[src/rtl/atomic_unit.sv]
// RV32A sequencer for the MEM stage: holds the LR reservation and runs
// read-modify-write bursts on the data-memory port while stalling the pipeline.
module atomic_unit #(
    parameter int unsigned XLEN     = 32,
    parameter int unsigned ADDR_W   = 32,
    parameter int unsigned RESV_LSB = 2
) (
    input  logic              clk,
    input  logic              reset,
    input  logic              amo_valid,
    input  logic [4:0]        amo_funct5,
    input  logic [ADDR_W-1:0] amo_addr,
    input  logic [XLEN-1:0]   amo_rs2,
    input  logic              clr_resv,
    output logic              mem_req,
    output logic              mem_we,
    output logic [ADDR_W-1:0] mem_addr,
    output logic [XLEN-1:0]   mem_wdata,
    input  logic [XLEN-1:0]   mem_rdata,
    input  logic              mem_ack,
    output logic              atomic_unit_stall,
    output logic [XLEN-1:0]   amo_result,
    output logic              amo_done,
    output logic              amo_misaligned
);
    localparam int unsigned RESV_W = ADDR_W - RESV_LSB;

    localparam logic [4:0] F5_ADD  = 5'b00000;
    localparam logic [4:0] F5_SWAP = 5'b00001;
    localparam logic [4:0] F5_LR   = 5'b00010;
    localparam logic [4:0] F5_SC   = 5'b00011;
    localparam logic [4:0] F5_XOR  = 5'b00100;
    localparam logic [4:0] F5_OR   = 5'b01000;
    localparam logic [4:0] F5_AND  = 5'b01100;
    localparam logic [4:0] F5_MIN  = 5'b10000;
    localparam logic [4:0] F5_MAX  = 5'b10100;
    localparam logic [4:0] F5_MINU = 5'b11000;
    localparam logic [4:0] F5_MAXU = 5'b11100;

    typedef enum logic [2:0] {
        S_IDLE,
        S_READ,
        S_MODIFY,
        S_WRITE,
        S_DONE
    } state_t;

    state_t state;
    state_t state_nxt;

    logic              is_lr;
    logic              is_sc;
    logic              misaligned;
    logic              resv_hit;
    logic              resv_valid;
    logic [RESV_W-1:0] resv_addr;

    logic              lr_q;
    logic              sc_q;
    logic              mis_q;
    logic [4:0]        funct5_q;
    logic [ADDR_W-1:0] addr_q;
    logic [XLEN-1:0]   rs2_q;
    logic [XLEN-1:0]   old_q;
    logic [XLEN-1:0]   wdata_q;
    logic [XLEN-1:0]   result_q;
    logic [XLEN-1:0]   new_q;

    assign is_lr      = (amo_funct5 == F5_LR);
    assign is_sc      = (amo_funct5 == F5_SC);
    assign misaligned = (amo_addr[1:0] != 2'b00);
    assign resv_hit   = resv_valid && (amo_addr[ADDR_W-1:RESV_LSB] == resv_addr);

    // State register
    always_ff @(posedge clk) begin
        if (reset) begin
            state <= S_IDLE;
        end else begin
            state <= state_nxt;
        end
    end

    // Next-state logic
    always_comb begin
        state_nxt = state;
        case (state)
            S_IDLE: begin
                if (amo_valid) begin
                    if (misaligned) begin
                        state_nxt = S_DONE;
                    end else if (is_sc) begin
                        state_nxt = resv_hit ? S_WRITE : S_DONE;
                    end else begin
                        state_nxt = S_READ;
                    end
                end
            end
            S_READ:   if (mem_ack) state_nxt = lr_q ? S_DONE : S_MODIFY;
            S_MODIFY: state_nxt = S_WRITE;
            S_WRITE:  if (mem_ack) state_nxt = S_DONE;
            S_DONE:   state_nxt = S_IDLE;
            default:  state_nxt = S_IDLE;
        endcase
    end

    // Output decode; address/data/result come straight from registers
    always_comb begin
        mem_req           = 1'b0;
        mem_we            = 1'b0;
        amo_done          = 1'b0;
        amo_misaligned    = 1'b0;
        atomic_unit_stall = 1'b0;
        case (state)
            S_IDLE:   atomic_unit_stall = amo_valid;
            S_READ: begin
                atomic_unit_stall = 1'b1;
                mem_req           = 1'b1;
            end
            S_MODIFY: atomic_unit_stall = 1'b1;
            S_WRITE: begin
                atomic_unit_stall = 1'b1;
                mem_req           = 1'b1;
                mem_we            = 1'b1;
            end
            S_DONE: begin
                amo_done       = 1'b1;
                amo_misaligned = mis_q;
            end
            default: ;
        endcase
    end

    assign mem_addr   = addr_q;
    assign mem_wdata  = wdata_q;
    assign amo_result = result_q;

    // AMO operation; unlisted encodings fall through to SWAP
    always_comb begin
        new_q = rs2_q;
        case (funct5_q)
            F5_SWAP: new_q = rs2_q;
            F5_ADD:  new_q = old_q + rs2_q;
            F5_XOR:  new_q = old_q ^ rs2_q;
            F5_AND:  new_q = old_q & rs2_q;
            F5_OR:   new_q = old_q | rs2_q;
            F5_MIN:  new_q = ($signed(old_q) < $signed(rs2_q)) ? old_q : rs2_q;
            F5_MAX:  new_q = ($signed(old_q) > $signed(rs2_q)) ? old_q : rs2_q;
            F5_MINU: new_q = (old_q < rs2_q) ? old_q : rs2_q;
            F5_MAXU: new_q = (old_q > rs2_q) ? old_q : rs2_q;
            default: new_q = rs2_q;
        endcase
    end

    // Burst datapath: operands captured on acceptance, held until the burst ends
    always_ff @(posedge clk) begin
        if (reset) begin
            lr_q     <= 1'b0;
            sc_q     <= 1'b0;
            mis_q    <= 1'b0;
            funct5_q <= '0;
            addr_q   <= '0;
            rs2_q    <= '0;
            old_q    <= '0;
            wdata_q  <= '0;
            result_q <= '0;
        end else begin
            case (state)
                S_IDLE: begin
                    if (amo_valid) begin
                        lr_q     <= is_lr;
                        sc_q     <= is_sc;
                        mis_q    <= misaligned;
                        funct5_q <= amo_funct5;
                        addr_q   <= {amo_addr[ADDR_W-1:2], 2'b00};
                        rs2_q    <= amo_rs2;
                        if (misaligned) begin
                            result_q <= '0;
                        end else if (is_sc) begin
                            if (resv_hit) begin
                                wdata_q <= amo_rs2;
                            end else begin
                                result_q <= XLEN'(1);
                            end
                        end
                    end
                end
                S_READ: begin
                    if (mem_ack) begin
                        old_q <= mem_rdata;
                        if (lr_q) result_q <= mem_rdata;
                    end
                end
                S_MODIFY: wdata_q <= new_q;
                S_WRITE: begin
                    if (mem_ack) result_q <= sc_q ? '0 : old_q;
                end
                default: ;
            endcase
        end
    end

    // Reservation; an external clear overrides any set in the same cycle
    always_ff @(posedge clk) begin
        if (reset) begin
            resv_valid <= 1'b0;
            resv_addr  <= '0;
        end else if (clr_resv) begin
            resv_valid <= 1'b0;
        end else begin
            if (state == S_IDLE && amo_valid && !misaligned && is_sc && !resv_hit) begin
                resv_valid <= 1'b0;
            end
            if (state == S_READ && mem_ack && lr_q) begin
                resv_valid <= 1'b1;
                resv_addr  <= addr_q[ADDR_W-1:RESV_LSB];
            end
            if (state == S_WRITE && mem_ack &&
                (sc_q || addr_q[ADDR_W-1:RESV_LSB] == resv_addr)) begin
                resv_valid <= 1'b0;
            end
        end
    end

endmodule
[config.mk]
export PLATFORM = sky130hd
export DESIGN_NAME = atomic_unit
export DESIGN_NICKNAME = d
export VERILOG_FILES = /design/src/rtl/atomic_unit.sv
export SDC_FILE = /design/constraint.sdc
export NUM_CORES = 1
export LEC_CHECK = 0
export CAP_MARGIN = 20
export CORE_MARGIN = 2
export CORE_UTILIZATION = 45
export CTS_BUF_LIST = sky130_fd_sc_hd__clkbuf_2
export DETAILED_ROUTE_END_ITERATION = 6
export GPL_ROUTABILITY_DRIVEN = 0
export PLACE_DENSITY = 0.72
export SYNTH_ARGS = -nofsm -noshare
export SYNTH_HDL_FRONTEND = slang
export SYNTH_SLANG_ARGS = --single-unit
export TNS_END_PERCENT = 30
[constraint.sdc]
create_clock -name clk -period 3.3 [get_ports clk]
set_clock_uncertainty 0.15 [all_clocks]
set_input_delay 0.495 -clock clk [delete_from_list [all_inputs] [get_ports clk]]
set_output_delay 0.495 -clock clk [all_outputs]
set_load 0.01 [all_outputs]
* Word level (Yosys, flattened, before mapping) *
Index checks and enable logic that the tools add are counted.
Widths: inputs -> output; s select.

operators by class
  add/sub/neg operators = 1
  $lt $le $gt $ge = 4
  eq/ne operators = 24
  mux-type cells = 34
  bitwise operators = 4
  reductions and logical operators = 27

operators with widths
  cell                count
  $mux 32             16
  $pmux 32 s8         1
  $pmux 32 s3         1
  $gt 32x32->1        2
  $lt 32x32->1        2
  $pmux 32 s2         1
  $eq 30x30->1        2
  $add 32x32->32      1
  $and 32x32->32      1
  $or 32x32->32       1
  $xor 32x32->32      1
  $mux 3              7
  $eq 5x5->1 const B  4
  $ne 2x2->1 const B  7
  $pmux 3 s4          1
  $eq 5x2->1 const B  2
  $eq 5x4->1 const B  2
  $logic_and 1x1->1   9
  $reduce_and 7->1    1
  $eq 3x2->1 const B  2
  $mux 1              6
  $ne 3x3->1 const B  2
  $reduce_and 2->1    3
  $reduce_bool 2->1   3
  14 further kinds    16

word-level totals
  flip-flop bits (word level) = 200
  input bits = 106
  output and inout bits = 101

* Longest topological paths before layout *
Gate-level depths: netlist of the first run.

  depth after elaboration = 7
  gate-level depth with buffers = 14

* Worst setup path after synthesis of the first run *
Ideal clock, no wire load.

  path kind = reg-to-reg
  from = reg rs2_q[30]
  to = reg wdata_q[18] (netlist: mem_wdata[18])
  library setup time = 0.133 ns
  data arrival time = 3.371 ns
  data required time = 3.017 ns
  path slack = -0.354 ns
  cell stages (with the launch flop) = 13
  period minus slack after synthesis = 3.654 ns
  path through = dfxtp_1 > inv_1 > ha_1 > buf_4 > nor4_4 > nand4_1 > or4b_4 > o211ai_4 > mux2_2 > o21bai_4 > a221o_1 > a211oi_1 > nor4_1

on the way
  word-level cells in the longest chain between the ends = 4
  elaborated cells on any way between the ends = 10

RTL lines
  what                                  RTL line  text
  start: declaration                    63        logic [XLEN-1:0] rs2_q;
  start signal: assignment              175       rs2_q <= amo_rs2;
  $gt 32x32->1 (tied with other cells)  149       F5_MAXU: new_q = (old_q > rs2_q) ? old_q : rs2_q;
  $mux 32 (on tied branches)            --
  $pmux 32 s8 (*)                       140       case (funct5_q)
  $pmux 32 s2 (*)                       167       case (state)
  end signal: assignment                180       wdata_q <= amo_rs2;
  end signal: assignment                193       S_MODIFY: wdata_q <= new_q;
  end: declaration                      65        logic [XLEN-1:0] wdata_q;

Mark *: on every way between the ends. The rest lies on a longest branch, timed or not.
A chain may end at the register's enable or synchronous reset.

* Worst setup path in the final report of the first run *
  from = reg rs2_q[25]
  to = reg wdata_q[18] (netlist: mem_wdata[18])

The elaborated chain is that of the path after synthesis.

==> flow_metrics.env, run 1 <==
export IMPL_core_mm2=0.02855
export IMPL_final_min_clock_period_ns=3.629
export IMPL_hold_path_class="input port to flop"
export IMPL_p_leak_nw=7.143
export IMPL_timing_rr_end="mem_wdata[18]"
export IMPL_vias=14607
export IMPL_critPathMaxStageDelay_ns=0.60
export IMPL_cts_sinks=200
export IMPL_drv_cap=0
export IMPL_slew_viol_final=0
export IMPL_syn_instance_count=1739
export IMPL_slew_headroom_pct=30.03
export IMPL_yosysSeqAreaShare_pct=30.80
export IMPL_synth_main_ff_cell="dfxtp_1"
export IMPL_cp_cell_sequence="inv_1 > ha_1 > nor4_4 > nand4_1 > or4b_4 > o211ai_4 > mux2_4 > o21bai_4 > a221o_1 > a211oi_2 > nor4_1"
export IMPL_power_per_cell_area_mw_per_mm2=337.2
export IMPL_antenna_found_initial=1
export IMPL_yosysUniqueCellTypes=70
export IMPL_area_growth_pct=42.37
export IMPL_postRouteAntennaNets=0
export IMPL_path_class="flop to flop"
export IMPL_wl_per_cell_um=18.69
export IMPL_fin_crit_sh_pct=110.0
export IMPL_run_status="complete, but fails checks"
export IMPL_die_area_mm2=0.03026
export IMPL_reg2regPathDepth=11
export IMPL_post_synth_mux_area_share_pct=1.338
export IMPL_switching_power_mw=2.373
export IMPL_totalPowerFinal_mw=6.241
export IMPL_min_from="mem_rdata[11]"
export IMPL_io_buffers=204
export IMPL_p_clk_share_pct=25.3
export IMPL_htree_levels=4
export IMPL_ff2ff_setup_slack_ns=-0.33
export IMPL_grt_pass1_vias=14314
export IMPL_gr_total_overflow=0
export IMPL_ir_drop_mv=0.2804
export IMPL_synth_top_family_by_area="compound AO/OA/AOI/OAI gates"
export IMPL_cts_tree="done"
export IMPL_finalSetupTns_ns=-7.623
export IMPL_synth_xor_area_share_pct=5.929
export IMPL_rsz0062_at_grt="true"
export IMPL_synth_warnings=0
export IMPL_worstPathArrival_ns=4.25
export IMPL_critPathMaxFanout=5
export IMPL_ios=207
export IMPL_track_usage_pct=30.78
export IMPL_drc=0
export IMPL_ys_seq_elements=200
export IMPL_path_clk_slew_ns=0.36
export IMPL_cp_required_ns=3.92
export IMPL_pwr_share_comb_pct=31.8
export IMPL_synthArstFlopShare_pct=0
export IMPL_hold_violations=0
export IMPL_violations="setup timing"
export IMPL_die_h_um=174.0
export IMPL_grt_max_degree=79
export IMPL_synth_compound_area_share_pct=26.13
export IMPL_internal_power_mw=3.868
export IMPL_synth_avg_cell_area_um2=7.475
export IMPL_clk_root_buffer_cell="clkbuf_2"
export IMPL_whs_endpoint="old_q[11]"
export IMPL_synth_adder_area_share_pct=9.395
export IMPL_dp_hpwl_mm=33.35
export IMPL_vias_per_cell=5.701
export IMPL_fin_nets=2367
export IMPL_syn_area_mm2=0.01300
export IMPL_final_cell_mix="nand2_1 (340), buf_4 (231), clkdlybuf4s50_1 (203)"
export IMPL_p_seq_share_pct=42.8
export IMPL_fmax_mhz=275.6
export IMPL_setup_violations_final=32
export IMPL_grt_pass1_wl_mm=75.19
export IMPL_layout_drive_gt1_share_pct=17.09
export IMPL_rows=62
export IMPL_worstReg2RegStart="rs2_q[25]"
export IMPL_first_pass_iters=5
export IMPL_routed_wl_mm=47.87
export IMPL_yosys_area_share_simple_pct=19.75
export IMPL_first_iter_violations=1515
export IMPL_tightest_slew_ns=1.042
export IMPL_worstHoldPathCells=3
export IMPL_end_kind="flop"
export IMPL_die_w_um=174.0
export IMPL_worst_slack_ns=-0.3287
export IMPL_cp_slowest_cell="or4b_4"
export IMPL_cp_start_kind="flop"
export IMPL_synth_edf_count=0
export IMPL_clk_latency_ns=0.92
export IMPL_start_util_pct=45.53
export IMPL_cts_made_buffers=17
export IMPL_swShare_pct=38.02
export IMPL_layout_commonest_cell="nand2_1"
export IMPL_cts_buffer_depth=2
[stage by stage]
step                      instances  setup slack (ns)  hold WS, ns  area (um2)  utilization (%)
after floorplan                1740           -0.2246       0.2940       13050                -
after global placement         2439           -0.3703       0.3079       16960            59.41
after detailed placement       2439           -0.3914       0.3221       16960            59.41
after CTS                      2555           -0.3428     0.001397       18260            63.95
after global routing           2562           -0.4320     0.009095       18510            64.83
final                          2562           -0.3287      0.03481       18510            64.83
[kinds of logic (layout without fill, tap and decap cells)]
| logic type | Yosys count | after routing |
|---|---|---|
| adders and majority gates | 97 | 97 |
| other | 1 | 3 |
| DFF | 200 | 200 |
| muxes | 16 | 16 |
| xor gates and xnor gates | 88 | 88 |
| AOI/OAI and AO/OA | 523 | 525 |
| and+or+nand+nor | 594 | 594 |
| buffers and inverters | 220 | 655 |
[critical path: cells and delay by family (launching register included)]
kind                     cells  cell delay [ns]
AND/OR/NAND/NOR              4             1.14
flip-flops                   1             0.42
adder cells (fa/ha/maj)      1             0.34
multiplexers                 1             0.35
AO/OA/AOI/OAI                4             1.11
buffers and inverters        1             0.05
[power by group through the flow]
stage | registers (mW) | logic, mW | clock network [mW]
after floorplan | 2.74 | 0.848 | 0
after global placement | 2.70 | 1.75 | 0
after detailed placement | 2.70 | 1.77 | 0
after CTS | 2.67 | 1.90 | 1.61
after global routing | 2.70 | 2.12 | 1.70
final | 2.67 | 1.99 | 1.58
[worst max path at each step]
stage | end | startpoint | depth (start not counted)
3_5_place_dp | mem_wdata[31] | rs2_q[3] | 15
2_1_floorplan | mem_wdata[5] | old_q[30] | 13
3_3_place_gp | mem_wdata[21] | amo_addr[27] | 13
4_1_cts | mem_wdata[18] | old_q[29] | 11
5_1_grt | mem_wdata[20] | old_q[29] | 13
6_report | mem_wdata[18] | rs2_q[25] | 11
[cell usage after synthesis (27+ instances only)]
master	instances	area (um2)
a211oi_1	45	337.8
a21oi_1	210	1051
a22oi_1	49	367.9
clkbuf_1	114	427.9
dfxtp_1	200	4004
ha_1	96	1201
inv_1	92	345.3
nand2_1	341	1280
nand3_1	28	140.1
nand4_1	27	168.9
nor2_1	104	390.4
nor3_1	34	170.2
o21ai_0	65	325.3
xnor2_1	72	630.6
[registers in the layout (all words and copies together), names as in the netlist]
signal / flops
sc_q: 1
funct5_q: 5
resv_valid: 1
lr_q: 1
old_q: 32
mem_addr: 30
state: 3
mis_q: 1
amo_result: 32
mem_wdata: 32
rs2_q: 32
resv_addr: 30
[area by class of cell]
cell class              count  area (um2)
repair buffers            531        4837
well taps                 384       480.5
diodes                      1       2.502
flip-flops and latches    200        4028
fillers                  2505       10040
inverters                  92       345.3
multi-input cells        1322        8471
clock inverters            15       257.7
clock buffers              17       85.08
[repair_timing]
item | in CTS | in global routing
setup endpoints to repair | 33 | 60
hold endpoints to repair | 117 | 2
pin swaps | 11 | 21
setup buffers | 8 | 4
gates resized for setup | 30 | 43
hold buffers | 74 | 2
cloned | 2 | 0
[routing by layer]
metal | global-route usage (%) | share of wire, % | vias up
li1 | - | - | 6946
met1 | 38.39 | 40 | 6830
met2 | 52.32 | 48 | 695
met3 | 6.015 | 8.5 | 136
met4 | 12.08 | 3.5 | 0
met5 | 0 | 0 | -
Note: power is estimated with default switching activity, not from simulation.
==> run 2, diff against run 1 <==
--- a/config.mk
+++ b/config.mk
@@ -6,11 +6,13 @@
 export NUM_CORES = 1
 export LEC_CHECK = 0
 export CAP_MARGIN = 20
+export CORE_ASPECT_RATIO = 0.6
 export CORE_MARGIN = 2
 export CORE_UTILIZATION = 45
 export CTS_BUF_LIST = sky130_fd_sc_hd__clkbuf_2
 export DETAILED_ROUTE_END_ITERATION = 6
 export GPL_ROUTABILITY_DRIVEN = 0
+export MAX_ROUTING_LAYER = met4
 export PLACE_DENSITY = 0.72
 export SYNTH_ARGS = -nofsm -noshare
 export SYNTH_HDL_FRONTEND = slang
==> run 2 against run 1 <==
Compared with the run above: the run still ends with setup timing left; setup slack worse by 0.12 ns; die area is 0.15% higher; register-to-register slack worse by 0.12 ns; wire length is 4.7% higher; maximum frequency is 3.1% lower; non-clock buffer count is 12 higher; highest routed layer unchanged; critical path depth stayed put.
==> flow_metrics.env, run 2 (synthesized netlist as in run 1, its figures left out) <==
export IMPL_cp_required_ns=4.00
export IMPL_drv_cap=0
export IMPL_routed_wl_mm=50.14
export IMPL_finalSetupTns_ns=-10.57
export IMPL_cts_buffer_depth=2
export IMPL_critPathMaxStageDelay_ns=0.58
export IMPL_slew_viol_final=0
export IMPL_area_growth_pct=42.31
export IMPL_hold_path_class="input port to flop"
export IMPL_setup_violations_final=32
export IMPL_final_min_clock_period_ns=3.744
export IMPL_post_dp_cell_area_mm2=0.01685
export IMPL_hold_violations=0
export IMPL_dp_hpwl_mm=35.37
export IMPL_cp_cell_sequence="inv_2 > ha_4 > nor4_4 > nand4_1 > or4b_4 > o211ai_4 > mux2_4 > o21bai_2 > a211oi_1 > or3_1 > a31oi_1"
export IMPL_p_leak_nw=7.162
export IMPL_first_pass_iters=7
export IMPL_switching_power_mw=2.142
export IMPL_cts_tree="done"
export IMPL_start_util_pct=45.47
export IMPL_final_area_mm2=0.01850
export IMPL_clk_root_buffer_cell="clkbuf_2"
export IMPL_track_usage_pct=33.09
export IMPL_cts_sinks=200
export IMPL_power_per_cell_area_mw_per_mm2=330.0
export IMPL_gr_total_overflow=0
export IMPL_p_clk_share_pct=22.4
export IMPL_swShare_pct=35.09
export IMPL_core_mm2=0.02859
export IMPL_fill_cells=2382
export IMPL_layout_drive_gt1_share_pct=16.86
export IMPL_postRouteAntennaNets=0
export IMPL_drc=0
export IMPL_cp_start_kind="flop"
export IMPL_tightest_slew_ns=0.7735
export IMPL_path_clk_slew_ns=0.32
export IMPL_fin_crit_sh_pct=113.5
export IMPL_violations="setup timing"
export IMPL_die_h_um=135.7
export IMPL_clk_latency_ns=0.92
export IMPL_fin_cells=2569
export IMPL_grt_pass1_wl_mm=76.24
export IMPL_first_iter_violations=1821
export IMPL_vias=15018
export IMPL_htree_levels=4
export IMPL_grt_max_degree=86
export IMPL_crit_buf_inv=1
export IMPL_path_class="flop to flop"
export IMPL_internal_power_mw=3.963
export IMPL_die_w_um=223.4
export IMPL_dp_cells=2419
export IMPL_cp_slowest_cell="or4b_4"
export IMPL_grt_pass1_vias=13867
export IMPL_fin_nets=2379
export IMPL_cts_made_buffers=17
export IMPL_ios=207
export IMPL_p_seq_share_pct=43.7
export IMPL_cp_top_family="simple AND/OR/NAND/NOR gates"
export IMPL_run_status="complete, but fails checks"
export IMPL_rows=48
export IMPL_rsz0062_at_grt="true"
export IMPL_wl_per_cell_um=19.52
export IMPL_fmax_mhz=267.1
export IMPL_antenna_found_initial=5
export IMPL_vias_per_cell=5.846
export IMPL_slew_headroom_pct=47.96
export IMPL_worstPathArrival_ns=4.45
export IMPL_pwr_share_comb_pct=33.9
export IMPL_layout_commonest_cell="nand2_1"
export IMPL_final_cell_mix="nand2_1 (339), buf_4 (237), clkdlybuf4s50_1 (203)"
export IMPL_end_kind="flop"
export IMPL_worst_slack_ns=-0.4440
export IMPL_io_buffers=204
export IMPL_die_area_mm2=0.03031
export IMPL_critPathMaxFanout=5
export IMPL_ir_drop_mv=0.2647
-- run 2: cell types whose count changed in the layout (fill, tap and decap cells not counted), sizes merged --
cell / before / now
buf: 253 / 251
bufinv: 0 / 3
clkbuf: 17 / 18
clkinv: 6 / 5
clkinvlp: 0 / 1
diode: 1 / 5
dlygate4sd3: 75 / 89
inv: 101 / 97
-- run 2: path summary, 6_finish.rpt --
path,startpoint,depth (start not counted),slack [ns],end
max reg2reg,rs2_q[29],11,-0.44,mem_wdata[17]
max,rs2_q[29],11,-0.44,mem_wdata[17]
min reg2reg,funct5_q[0],2,0.35,funct5_q[0]
min,amo_rs2[19],3,0.06,rs2_q[19]
-- run 2: layer usage --
layer / part of all wire, % / routed length [um] / global-route usage [%] / vias up
li1: - / - / - / 6979
met1: 44 / 21900 / 45.16 / 7039
met2: 42 / 21040 / 47.82 / 887
met3: 12 / 6031 / 9.239 / 113
met4: 2.3 / 1171 / 8.889 / 0
met5: 0 / 0 / - / -
-- run 2: stage by stage --
step                util, %  total power [mW]  setup WS, ns  hold WS, ns
floorplan                 -             3.591       -0.2246       0.2940
global placement      58.94             4.465       -0.3488       0.3199
detailed placement    58.94             4.496       -0.4923       0.3240
CTS                   63.82             5.983       -0.3705   0.00003486
global route          64.71             6.346       -0.4796    0.0005875
finish                64.71             6.104       -0.4440      0.05665
-- run 2: area by class of cell --
type                       instances  area [um2]  area share (%)
multi-input combinational       1322        8483           45.86
timing repair buffer             543        4907           26.53
sequential                       200        4023           21.75
tap                              375       469.2           2.536
inverter                          92       345.3           1.867
clock inverter                    14       168.9          0.9131
clock buffer                      18       90.09          0.4870
antenna                            5       12.51         0.06764
-- run 2: worst min-delay path: stages --
cell             delay, ns
clkdlybuf4s50_1       0.44
nand2_1               0.08
a21oi_1               0.06
-- run 2: repair_timing --
item / in CTS / in global routing
endpoints found under the setup margin: 33 / 34
hold buffers: 89 / 0
cloned: 2 / 0
endpoints found under the hold margin: 130 / 0
gates resized for setup: 28 / 45
setup buffers: 11 / 11
pin swaps: 17 / 11
-- run 2: power groups by stage --
stage          registers [mW]  clock network [mW]  logic, mW
6_report                 2.66                1.37       2.07
3_5_place_dp             2.70                   0       1.79
5_1_grt                  2.68                1.47       2.19
2_1_floorplan            2.74                   0      0.848
4_1_cts                  2.66                1.39       1.93
3_3_place_gp             2.70                   0       1.77
